[src/rtl/saturn_bus_ctrl.sv]
// Saturn-style nibble bus controller: turns core requests into CMD/ADDR/DATA
// bus cycles (4 clocks each) and mirrors the responder's PC and DP registers.
module saturn_bus_ctrl (
  input  logic        i_clk,
  input  logic        i_reset,
  input  logic [1:0]  i_phase,
  input  logic        i_req,
  input  logic [2:0]  i_op,
  input  logic [19:0] i_addr,
  input  logic [3:0]  i_wdata,
  output logic        o_busy,
  output logic        o_done,
  output logic [3:0]  o_rdata,
  output logic [19:0] o_pc,
  output logic [19:0] o_dp,
  output logic        o_bus_strobe,
  output logic        o_bus_cmd_data,
  output logic [3:0]  o_bus_data_out,
  input  logic [3:0]  i_bus_data_in
);

  localparam logic [3:0] CMD_NOP      = 4'h0;
  localparam logic [3:0] CMD_PC_READ  = 4'h2;
  localparam logic [3:0] CMD_DP_READ  = 4'h3;
  localparam logic [3:0] CMD_DP_WRITE = 4'h5;
  localparam logic [3:0] CMD_LOAD_PC  = 4'h6;
  localparam logic [3:0] CMD_LOAD_DP  = 4'h7;
  localparam logic [3:0] CMD_RESET    = 4'hF;

  localparam logic [2:0] OP_FETCH  = 3'd0;
  localparam logic [2:0] OP_JUMP   = 3'd1;
  localparam logic [2:0] OP_SETDP  = 3'd2;
  localparam logic [2:0] OP_DPRD   = 3'd3;
  localparam logic [2:0] OP_DPWR   = 3'd4;
  localparam logic [2:0] OP_BUSRST = 3'd5;

  // ST_WAIT: request accepted, waiting for the next bus-cycle boundary.
  typedef enum logic [2:0] {ST_IDLE, ST_WAIT, ST_CMD, ST_ADDR, ST_DATA} state_t;

  state_t      state_reg;
  logic        busy_reg;
  logic        done_reg;
  logic        strobe_reg;
  logic        cmd_data_reg;
  logic [3:0]  data_out_reg;
  logic [3:0]  rdata_reg;
  logic [3:0]  last_cmd_reg;
  logic [3:0]  wdata_reg;
  logic [2:0]  op_reg;
  logic [2:0]  nib_reg;
  logic [19:0] pc_reg;
  logic [19:0] dp_reg;
  logic [19:0] addr_reg;
  logic [19:0] addr_sh_reg;

  logic [3:0]  req_cmd;
  logic [3:0]  data_nib;
  logic        is_load;
  logic        need_cmd;
  logic        last_cycle;

  always_comb begin
    req_cmd = CMD_NOP;
    case (op_reg)
      OP_FETCH:  req_cmd = CMD_PC_READ;
      OP_JUMP:   req_cmd = CMD_LOAD_PC;
      OP_SETDP:  req_cmd = CMD_LOAD_DP;
      OP_DPRD:   req_cmd = CMD_DP_READ;
      OP_DPWR:   req_cmd = CMD_DP_WRITE;
      OP_BUSRST: req_cmd = CMD_RESET;
      default:   req_cmd = CMD_NOP;
    endcase
    is_load    = (op_reg == OP_JUMP) || (op_reg == OP_SETDP);
    // Loads and bus resets always need their command; others only on change.
    need_cmd   = is_load || (op_reg == OP_BUSRST) || (req_cmd != last_cmd_reg);
    data_nib   = (op_reg == OP_DPWR) ? wdata_reg : 4'h0;
    last_cycle = ((state_reg == ST_CMD) && (op_reg == OP_BUSRST)) ||
                 ((state_reg == ST_ADDR) && (nib_reg == 3'd4)) ||
                 (state_reg == ST_DATA);
  end

  // Strobe free-runs regardless of reset so responders keep their timing.
  always_ff @(posedge i_clk) begin
    strobe_reg <= (i_phase == 2'd0);
  end

  always_ff @(posedge i_clk) begin
    if (i_reset) begin
      state_reg    <= ST_IDLE;
      busy_reg     <= 1'b0;
      done_reg     <= 1'b0;
      cmd_data_reg <= 1'b1;
      data_out_reg <= 4'h0;
      rdata_reg    <= 4'h0;
      last_cmd_reg <= CMD_NOP;
      wdata_reg    <= 4'h0;
      op_reg       <= OP_FETCH;
      nib_reg      <= 3'd0;
      pc_reg       <= 20'h0;
      dp_reg       <= 20'h0;
      addr_reg     <= 20'h0;
      addr_sh_reg  <= 20'h0;
    end else begin
      done_reg <= 1'b0;

      if (!busy_reg && i_req && (i_op <= OP_BUSRST)) begin
        op_reg    <= i_op;
        addr_reg  <= i_addr;
        wdata_reg <= i_wdata;
        busy_reg  <= 1'b1;
        state_reg <= ST_WAIT;
      end

      // Bus outputs only move on the edge that closes phase 3.
      if (i_phase == 2'd3) begin
        if (last_cycle) begin
          state_reg    <= ST_IDLE;
          busy_reg     <= 1'b0;
          done_reg     <= 1'b1;
          cmd_data_reg <= 1'b1;
          data_out_reg <= 4'h0;
        end

        case (state_reg)
          ST_WAIT: begin
            if (need_cmd) begin
              state_reg    <= ST_CMD;
              cmd_data_reg <= 1'b0;
              data_out_reg <= req_cmd;
              last_cmd_reg <= req_cmd;
            end else begin
              state_reg    <= ST_DATA;
              cmd_data_reg <= 1'b1;
              data_out_reg <= data_nib;
            end
          end
          ST_CMD: begin
            if (op_reg == OP_BUSRST) begin
              last_cmd_reg <= CMD_NOP;
            end else if (is_load) begin
              state_reg    <= ST_ADDR;
              nib_reg      <= 3'd0;
              cmd_data_reg <= 1'b1;
              data_out_reg <= addr_reg[3:0];
              addr_sh_reg  <= {4'h0, addr_reg[19:4]};
            end else begin
              state_reg    <= ST_DATA;
              cmd_data_reg <= 1'b1;
              data_out_reg <= data_nib;
            end
          end
          ST_ADDR: begin
            if (nib_reg == 3'd4) begin
              // Responder's pointer now holds the address and auto-reads from it.
              if (op_reg == OP_JUMP) begin
                pc_reg       <= addr_reg;
                last_cmd_reg <= CMD_PC_READ;
              end else begin
                dp_reg       <= addr_reg;
                last_cmd_reg <= CMD_DP_READ;
              end
            end else begin
              nib_reg      <= nib_reg + 3'd1;
              data_out_reg <= addr_sh_reg[3:0];
              addr_sh_reg  <= {4'h0, addr_sh_reg[19:4]};
            end
          end
          ST_DATA: begin
            case (op_reg)
              OP_FETCH: begin
                rdata_reg <= i_bus_data_in;
                pc_reg    <= pc_reg + 20'd1;
              end
              OP_DPRD: begin
                rdata_reg <= i_bus_data_in;
                dp_reg    <= dp_reg + 20'd1;
              end
              OP_DPWR: dp_reg <= dp_reg + 20'd1;
              default: ;
            endcase
          end
          default: ;
        endcase
      end
    end
  end

  assign o_busy         = busy_reg;
  assign o_done         = done_reg;
  assign o_rdata        = rdata_reg;
  assign o_pc           = pc_reg;
  assign o_dp           = dp_reg;
  assign o_bus_strobe   = strobe_reg;
  assign o_bus_cmd_data = cmd_data_reg;
  assign o_bus_data_out = data_out_reg;

endmodule
[config.mk]
export PLATFORM = sky130hd
export DESIGN_NAME = saturn_bus_ctrl
export DESIGN_NICKNAME = d
export VERILOG_FILES = /design/src/rtl/saturn_bus_ctrl.sv
export SDC_FILE = /design/constraint.sdc
export NUM_CORES = 1
export LEC_CHECK = 0
export BUFFER_PORTS_ARGS = -buffer_cell sky130_fd_sc_hd__buf_2
export CORE_MARGIN = 2
export CORE_UTILIZATION = 35
export CTS_CLUSTER_DIAMETER = 50
export DETAILED_ROUTE_END_ITERATION = 10
export GPL_ROUTABILITY_DRIVEN = 0
export GPL_TIMING_DRIVEN = 0
export SLEW_MARGIN = 30
export SYNTH_ARGS = -nofsm -noshare
export SYNTH_HDL_FRONTEND = slang
export SYNTH_SLANG_ARGS = --single-unit
[constraint.sdc]
create_clock -name i_clk -period 2 [get_ports i_clk]
set_clock_uncertainty 0.1 [all_clocks]
set_input_delay 0.1 -clock i_clk [delete_from_list [all_inputs] [get_ports i_clk]]
set_output_delay 0.1 -clock i_clk [all_outputs]
set_load 0.02 [all_outputs]
# After elaboration in Yosys (flattened, before gate mapping)
# Cells that the tools add are included.
# word_totals
register_bits,109
output_inout_bits,52
# classes
addsub,3
order_cmp,1
n_eq_ne,22
n_mux,44
bitwise,1
n_reduce_logical,23
# ops
op,n
$mux 20,9
$pmux 20 s2,3
$add 20x1->20 const B,2
$mux 4,9
$mux 3,9
$pmux 4 s3,2
$pmux 4 s6,1
$reduce_and 5->1,4
$ne 2x2->1 const B,7
$eq 3x2->1 const B,4
$eq 3x3->1 const B,4
$pmux 3 s2,2
$mux 1,8
$eq 3x1->1 const B,2
$ne 2x1->1 const B,3
$reduce_or 2->1,3
$logic_or 1x1->1,5
$logic_and 1x1->1,4
$ne 4x4->1,1
$reduce_bool 2->1,2
$add 3x1->3 const B,1
$le 3x3->1 const B,1
$logic_not 3->1,1
$reduce_and 3->1,1
6 further kinds,6

# Logic depth before layout (Yosys ltp)
# logic_depth
depth_word,8
mapped_depth,9

# Least setup slack after synthesis
# OpenSTA, ideal clock, no wires.
# synth_path
kind,flip-flop to flip-flop
startpoint,reg state_reg[0]
endpoint,reg last_cmd_reg[2]
setup_time_ns,0.121
arrival_ns,1.739
path_slack_ns,0.041
stages_incl_launch_ff,7
n_path_buf,1
synth_period_minus_slack_ns,1.959
path_cell_list,dfxtp_1 -> buf_2 -> nor2_1 -> or2_2 -> a211o_1 -> a21oi_2 -> mux2_2
# synth_between
elab_chain_cells,3
word_cells_on_any_way,9
classes_between,6 x eq/ne; 1 x mux; 2 x reduce/logical
# synth_rtl
element,line,rtl
from (decl),40,state_t state_reg;
from (signal assigned),89,state_reg <= ST_IDLE;
from (signal assigned),111,state_reg <= ST_WAIT;
from (signal assigned),117,state_reg <= ST_IDLE;
$eq 3x2->1 or $eq 3x1->1 (tied branches),124,case (state_reg)
"$ne 2x1->1 (no source line), or another cell as far along",n/a,
$reduce_and 5->1 (no source line),n/a,
to (signal assigned),130,last_cmd_reg <= req_cmd;
to (decl),47,logic [3:0] last_cmd_reg;
# Several ways; a longest one is shown, not always the timed one.
# A chain may end at the register's enable or synchronous reset.

# Worst setup path after layout
# layout_path
startpoint,reg state_reg[0]
endpoint,"reg pc_reg[18], in the netlist o_pc[18]"
# layout_between
elab_chain_cells,3
word_cells_on_any_way,8
classes_between,5 x eq/ne; 1 x mux; 2 x reduce/logical
# layout_rtl
element,line,rtl
$eq 3x3->1 or $eq 3x2->1 (tied branches),124,
"$ne 2x1->1 (no source line), or another cell as far along",n/a,
$reduce_and 5->1 (no source line),n/a,
to (signal assigned),156,pc_reg <= addr_reg;
to (signal assigned),172,pc_reg <= pc_reg + 20'd1;
to (decl),51,logic [19:0] pc_reg;
# Several ways; a longest one is shown, not always the timed one.

==> results.cfg <==
[logic_synthesis]
syn-num-nets = 758
async_flop_share_pct = 0
synthFlopType = dfxtp_1
ys_types = 73
ys_seq_area_share_pct = 37.4
synth-edff-count = 0
postSynthAreaPerCell_um2 = 7.82
syn_inst = 718
yosysWarnings = 0
syn_area_mm2 = 0.00562
ys_seq_elements = 105

[floorplanning]
die-area_mm2 = 0.0171
die_w_um = 131
fp.dieH_um = 131
row_count = 46
io-pin-count = 88
initial_utilization_pct = 35.6
core-area_mm2 = 0.0158

[timing]
layout_min_cycle_time_ns = 2.00
maxSlewHeadroom_pct = 43.2
timing.final.crit_share_pct = 99.9
finalHoldViolations = 0
maxSlewViolCount = 0
max_freq_mhz = 500
fin_setup_tns_ns = 0
setup_viol = 0
fin_ws_ns = 0.00107
hold_ws_ns = 0.0302
worst_pin_slew_ns = 0.852
rsz0062_at_grt = true

[cts]
tritoncts = built
path_clk_slew_ns = 0.07
cts.path.max_buffers = 2
clock_sinks = 105
clk_latency_ns = 0.37
cts_max_level = 3
root_buffer = clkbuf_16
cts_buffers = 9

[outcome]
status = completed

[hold_path]
hold_path.class = in2reg
min-delay-start = i_reset

[grt]
grt_usage_pct = 23.2
antenna_found_initial = 0
grt_overflow = 0
grt_first_pass_wirelength_um = 30200
grt_pass1_vias = 5354
grt_max_degree = 16

[drt]
vias_per_cell = 5.73
drc = 0
wl_per_cell_um = 18.9
drt-initial-drc-count = 702
vias = 6236
dr.pass1.iters = 6
ant_nets = 0
drt-total-wl_um = 20600

[finish]
nets = 908
synthToLayoutAreaGrowth_pct = 31.9
final_common_cell = nand2_1
utilization_pct = 47.0
final_cell_mix = nand2_1 (128), dfxtp_1 (93), buf_2 (90), a21oi_1 (73), nor2_1 (54)
drive_above_1_share_pct = 25.6
antenna_cells = 0

[setup_path]
critPathMaxFanout = 10
worst-setup-path-type = reg2reg
r2r-start = state_reg[0]
arrival_ns = 2.17
endpoint_kind = flip-flop
crit_required_ns = 2.17
crit_start = state_reg[0]
critPathLaunchType = flip-flop

[job]
maxCapViolCount = 0

[power]
switchingPower_uw = 1230
seqPwrFrac_pct = 47.6
vdd_ir_drop_max_uv = 553
comb_power_share_pct = 12.9
p_int_uw = 3430
p_leak_uw = 0.00269
powerDensity_mw_per_mm2 = 629
p_sw_share_pct = 26.4
power.share.clock_pct = 39.5
power_uw = 4660

[placed_design]
place_hpwl_um = 14300
post-place-ws_ns = -0.318
io_buffers = 87
## per-stage QoR
stage          instance area [µm²]  cells
2_1_floorplan                 5620    718
3_3_place_gp                  6320   1021
3_5_place_dp                  6320   1021
4_1_cts                       7120   1077
5_1_grt                       7410   1088
6_report                      7410   1088
## cells in the mapped netlist, types with 11 or more instances
master / count / area, µm²
o22ai_1: 11 / 68.8
a211oi_1: 17 / 128
a21oi_1: 73 / 365
a311oi_1: 17 / 149
nand3_1: 28 / 140
dfxtp_1: 105 / 2100
nand2_1: 129 / 484
o21ai_0: 38 / 190
buf_2: 14 / 70.1
nand4_1: 15 / 93.8
clkbuf_1: 26 / 97.6
nor2_1: 56 / 210
nor3_1: 11 / 55.1
## area by class of cell
class                   count  area (µm²)
fillers                  1627        8360
multi-input cells         550        3370
flip-flops and latches    105        2120
repair buffers            143         967
plain buffers              52         363
well taps                 216         270
clock buffers              12         256
clock inverters             3        40.0
inverters                   7        26.3
## critical path, stage by stage (launching register included)
cell and delay, ns:
dfxtp_2 0.34, or3b_4 0.44, o22ai_2 0.22, and3_4 0.22, buf_8 0.14, buf_6 0.16, a21oi_1 0.07, a211oi_1 0.22
## path summary, 6_finish.rpt
kind	to	slack (ns)	depth (start not counted)
worst max-delay path	o_pc[18]	0.001	7
worst min-delay path	last_cmd_reg[2]	0.03	3
worst max register to register	o_pc[18]	0.001	7
worst min register to register	addr_sh_reg[15]	0.35	2
## metal layers
layer	vias up	share of wire, %	track usage (%)
met1	2916	45	33.9
met2	349	43	33.9
met3	38	8.5	4.56
met4	0	2.8	8.32
met5	-	0	0
li1	2933	-	-
## kinds of logic (layout without fill, tap and decap cells)
logic type / after synthesis / after routing / share of synthesized area [%]
AND/OR/NAND/NOR: 301 / 301 / 25.8
flip-flops: 105 / 105 / 37.4
XOR/XNOR: 5 / 5 / 1.03
buffers and inverters: 63 / 217 / 5.28
multiplexers: 8 / 8 / 1.47
AO/OA/AOI/OAI: 232 / 232 / 28.1
adder cells (fa/ha/maj): 4 / 4 / 0.891
## what timing repair did
item,in CTS,in global routing
setup buffers,10,10
resized for setup,34,73
endpoints found under the setup margin,70,76
cloned,1,2
pin swaps,5,15
hold buffers,33,0
hold endpoints to repair,32,0
## power by group through the flow
stage	clock network, µW	logic (µW)	registers, µW
after floorplan	0	308	2240
after global placement	0	481	2260
after detailed placement	0	481	2260
after CTS	1860	552	2210
after global routing	1920	653	2220
final	1840	602	2220
Note: power is estimated with default switching activity, not from simulation.
